`src/rtl/lut_neuron_loader.sv`:
```
// lut_neuron_loader: runtime-loadable truth-table neuron with a streamed config port and a registered lookup.
module lut_neuron_loader #(
    parameter int IN_BITS  = 6,
    parameter int OUT_BITS = 2
) (
    input  logic                clk,
    input  logic                rst,
    input  logic                cfg_start,
    input  logic                cfg_valid,
    output logic                cfg_ready,
    input  logic [OUT_BITS-1:0] cfg_data,
    output logic                load_done,
    output logic                table_valid,
    input  logic                in_valid,
    output logic                in_ready,
    input  logic [IN_BITS-1:0]  in_data,
    output logic                out_valid,
    output logic [OUT_BITS-1:0] out_data
);
    typedef enum logic [1:0] {EMPTY, LOAD, READY} state_t;
    state_t state, state_n;
    logic [IN_BITS-1:0] waddr, waddr_n;
    logic we, done_n;
    logic [OUT_BITS-1:0] mem [2**IN_BITS];
    assign cfg_ready   = state == LOAD;
    assign table_valid = state == READY;
    assign in_ready    = table_valid;
    always_comb begin
        state_n = state;
        waddr_n = waddr;
        we      = 1'b0;
        done_n  = 1'b0;
        if (cfg_start) begin
            state_n = LOAD;
            waddr_n = '0;
        end else if (state == LOAD && cfg_valid) begin
            we      = 1'b1;
            waddr_n = waddr + 1'b1;
            state_n = waddr == '1 ? READY : LOAD;
            done_n  = waddr == '1;
        end
    end
    always_ff @(posedge clk) begin
        if (!rst) begin
            state     <= EMPTY;
            waddr     <= '0;
            load_done <= 1'b0;
            out_valid <= 1'b0;
            out_data  <= '0;
        end else begin
            state     <= state_n;
            waddr     <= waddr_n;
            load_done <= done_n;
            out_valid <= in_valid && in_ready;
            if (in_valid && in_ready)
                out_data <= mem[in_data];
        end
    end
    // Table RAM carries no reset so it maps onto distributed RAM.
    always_ff @(posedge clk)
        if (we)
            mem[waddr] <= cfg_data;
endmodule
```
`config.mk`:
```
export PLATFORM = sky130hd
export DESIGN_NAME = lut_neuron_loader
export DESIGN_NICKNAME = d
export VERILOG_FILES = /design/src/rtl/lut_neuron_loader.sv
export SDC_FILE = /design/constraint.sdc
export NUM_CORES = 1
export LEC_CHECK = 0
export CAP_MARGIN = 15
export CORE_ASPECT_RATIO = 0.6
export CORE_MARGIN = 2
export CORE_UTILIZATION = 46
export CTS_BUF_LIST = sky130_fd_sc_hd__clkbuf_4 sky130_fd_sc_hd__clkbuf_8
export DETAILED_ROUTE_END_ITERATION = 16
export PLACE_DENSITY = 0.64
export SETUP_SLACK_MARGIN = 0.3
export SLEW_MARGIN = 40
export SYNTH_ARGS = -nofsm -noshare
export SYNTH_HDL_FRONTEND = slang
export SYNTH_SLANG_ARGS = --single-unit
```
`constraint.sdc`:
```
create_clock -name clk -period 1.75 [get_ports clk]
set_input_delay 0.175 -clock clk [delete_from_list [all_inputs] [get_ports clk]]
set_output_delay 0.175 -clock clk [all_outputs]
set_load 0.02 [all_outputs]
```
==> results of run 1 <==
-- cell usage in the layout, fill, tap and decap left out, drive strengths merged, types with 2 or more instances in the layout --
| master | Yosys | routed |
|---|---|---|
| edfxtp | 128 | 128 |
| o31ai | 3 | 3 |
| nand3 | 7 | 7 |
| mux2i | 8 | 8 |
| o311ai | 4 | 4 |
| a22oi | 4 | 4 |
| o22ai | 4 | 4 |
| nor4 | 3 | 3 |
| clkinv | 0 | 6 |
| nand2 | 21 | 21 |
| buf | 12 | 61 |
| a21oi | 4 | 4 |
| clkbuf | 3 | 23 |
| dlygate4sd2 | 0 | 4 |
| and3b | 2 | 2 |
| nand2b | 5 | 5 |
| xor2 | 3 | 3 |
| and2 | 2 | 2 |
| nor2 | 77 | 77 |
| clkdlybuf4s50 | 0 | 9 |
| mux2 | 12 | 12 |
| and3 | 3 | 3 |
| a2111oi | 3 | 3 |
| o21ai | 6 | 6 |
| nor3 | 10 | 10 |
| nor2b | 11 | 11 |
| inv | 2 | 3 |
| bufinv | 0 | 3 |
| dfxtp | 12 | 12 |
| mux4 | 24 | 24 |
-- sequential cells by signal (all words and copies together), names as in the netlist --
name	count
out_data	2
out_valid	1
mem	128
load_done	1
state	2
waddr	6
-- cell families after synthesis --
kind of cell,share of synthesized area
mux,0.131
xor+xnor,0.00447
simple gates,0.112
flops,0.695
buf+inv,0.0228
compound gates,0.0334
fa+ha+maj,0.00213
-- Yosys cell counts --
library cell	n
or3_1	1
and3b_1	2
clkbuf_1	3
o21ai_0	6
edfxtp_1	128
nor3_1	10
mux2_2	12
a21oi_1	4
nor4_1	3
buf_2	3
buf_6	4
buf_12	1
nand2_1	21
ha_1	1
a2111oi_0	3
nand3b_1	1
or2b_1	1
nand3_1	7
o22ai_1	4
and2_1	2
mux4_1	4
mux4_2	20
o31ai_1	3
dlygate4sd1_1	1
dfxtp_1	12
a22oi_1	4
nor2b_1	11
and3_1	3
xor2_1	3
inv_1	2
nor2_1	77
nand4_1	1
buf_1	1
buf_4	3
nand2b_1	5
o311ai_1	4
mux2i_1	8
and2b_1	1
a211oi_1	1
-- power breakdown --
part	switching, W	total [W]	internal (W)
combinational	0.000226	0.000426	0.000199
sequential	0.00000308	0.00364	0.00364
clock	0.00123	0.00279	0.00156
-- metal layers --
metal	global-route usage	share of wire
met1	0.334	0.47
met2	0.281	0.44
met3	0.0643	0.082
met4	0.0621	0.010
met5	0	0
-- worst min path at each step --
stage,endpoint,slack [ns]
finish,mem[57][0],0.23
global route,mem[58][1],0.24
CTS,mem[60][1],0.22
detailed placement,state[1],0.54
global placement,state[0],0.52
floorplan,mem[0][0],0.27
-- area by class of cell --
type                    instances  area share
flip-flops and latches        140       0.520
clock buffers                  22      0.0368
inverters                       2    0.000952
repair buffers                 75      0.0909
clock inverters                10      0.0178
well taps                     165      0.0262
multi-input cells             223       0.307
-- repair_timing --
action,in CTS,in global routing
endpoints found under the setup margin,133,127
pin swaps,10,41
resized for setup,130,88
setup buffers,8,13
hold endpoints to repair,0,0
-- through the flow --
stage	total power, W	hold slack [ns]	setup WS [ns]	cell area, um^2	utilization
final	0.00685	0.235	0.0988	7890	0.643
after detailed placement	0.00408	0.541	-0.341	6540	0.534
after global routing	0.00705	0.237	0.0597	7890	0.643
after CTS	0.00685	0.219	0.128	7430	0.606
after global placement	0.00407	0.522	-0.322	6540	0.534
after floorplan	0.00392	0.274	0.256	5960	-
==> results.json, run 1 <==
{
  "cts_root_buffer": "clkbuf_8",
  "drtAntennaViolNets": 0,
  "critical_path.max_stage_delay_ns": 0.50,
  "critPathSlowestCell": "clkdlybuf4s50_1",
  "p_leak_nw": 2.43,
  "placedCellCount": 584,
  "hold_buffers": 0,
  "cts_sinks": 140,
  "crit_required_ns": 2.07,
  "die_h_um": 91.6,
  "fillerInstances": 878,
  "grt_setup_unrepaired": "yes",
  "cts_made_buffers": 17,
  "skew_ns": 0.0171,
  "grt_pass1_vias": 3523,
  "slew_headroom": 0.722,
  "ys_warn_count": 0,
  "synth_area_per_cell_um2": 15.4,
  "core-area_um2": 12300,
  "grt_max_degree": 65,
  "first_pass_iters": 4,
  "seq_area_frac_synth": 0.695,
  "maxSlewViolCount": 0,
  "drive_above_1_share": 0.504,
  "cts_tree": "yes",
  "period_minus_slack_ns": 1.65,
  "synth.distinct_cells": 39,
  "portBuffers": 19,
  "grt_pass1_wl_mm": 21.0,
  "path_max_fanout": 11,
  "clk_path_buf_depth": 2,
  "powerDensity_nw_per_um2": 869,
  "multi_input_area_um2": 2420,
  "wire_per_inst_um": 22.0,
  "reg2reg_to": "out_data[0]",
  "hp-class": "input port to flop",
  "ys_seq_elements": 140,
  "io_pins": 20,
  "finalNonFillerCells": 637,
  "finalSetupViolCount": 0,
  "end_kind": "flop",
  "cpLargestDelayFamily": "buffers and inverters",
  "outcome": "finished clean",
  "drv_cap": 0,
  "synth_nets": 395,
  "dieArea_um2": 13700,
  "cp_num_cells": 7,
  "syn-cell-area_um2": 5880,
  "start_util": 0.480,
  "netlist_instances": 381,
  "antenna_found_initial": 0,
  "cts.clk_slew.worst_paths_ns": 0.08,
  "grt_usage": 0.212,
  "arrival_ns": 1.98,
  "hpwl_mm": 9.08,
  "regArea_um2": 4100,
  "crit_path_start_kind": "input port",
  "min_period_over_period": 0.944,
  "cp_num_buf_inv": 2,
  "reg2regPathDepth": 5,
  "wl_mm": 14.0,
  "synth_top_cell_by_area": "edfxtp_1",
  "grt_overflow": 0,
  "crit_start": "in_data[0]",
  "peakVddDrop_v": 0.000490,
  "viasPerCell": 5.73,
  "hp-start": "cfg_data[0]",
  "crit_end": "out_data[0]",
  "place_congestion": 0.943,
  "drc_errors": 0,
  "areaGrowthSynthToFinish_pct": 34.1,
  "die_w_um": 150,
  "criticalPathCategory": "input port to flop",
  "diodes": 0,
  "rows": 31,
  "via_count": 3651,
  "cts_htree_levels": 4,
  "worstPathCellList": "clkdlybuf4s50_1 > buf_12 > mux4_2 > a22oi_1 > o311ai_1 > nor4_1 > nor3_1",
  "tightest_slew_ns": 0.414,
  "fmax_ghz": 0.606,
  "synth_top_cell_area_share": 0.654,
  "holdPathStages": 2,
  "r2r_slack_ns": 0.1,
  "fin_nets": 473,
  "setup_tns_ns": 0,
  "worstSkewPairLatency_ns": 0.44,
  "drtIter0Drc": 302,
  "hold_viol_final": 0,
  "rr_startpoint": "mem[47][0]",
  "synthTopCellsByArea": "edfxtp_1 65%, mux4_2 7.7%, nor2_1 4.9%"
}
Note: power is estimated with default switching activity, not from simulation.
==> run 2, diff against run 1 <==
Settings changed: HOLD_SLACK_MARGIN set to 0.12.
==> results of run 2 <==
The final DEF is identical to that of run 1; final timing and power are the same.
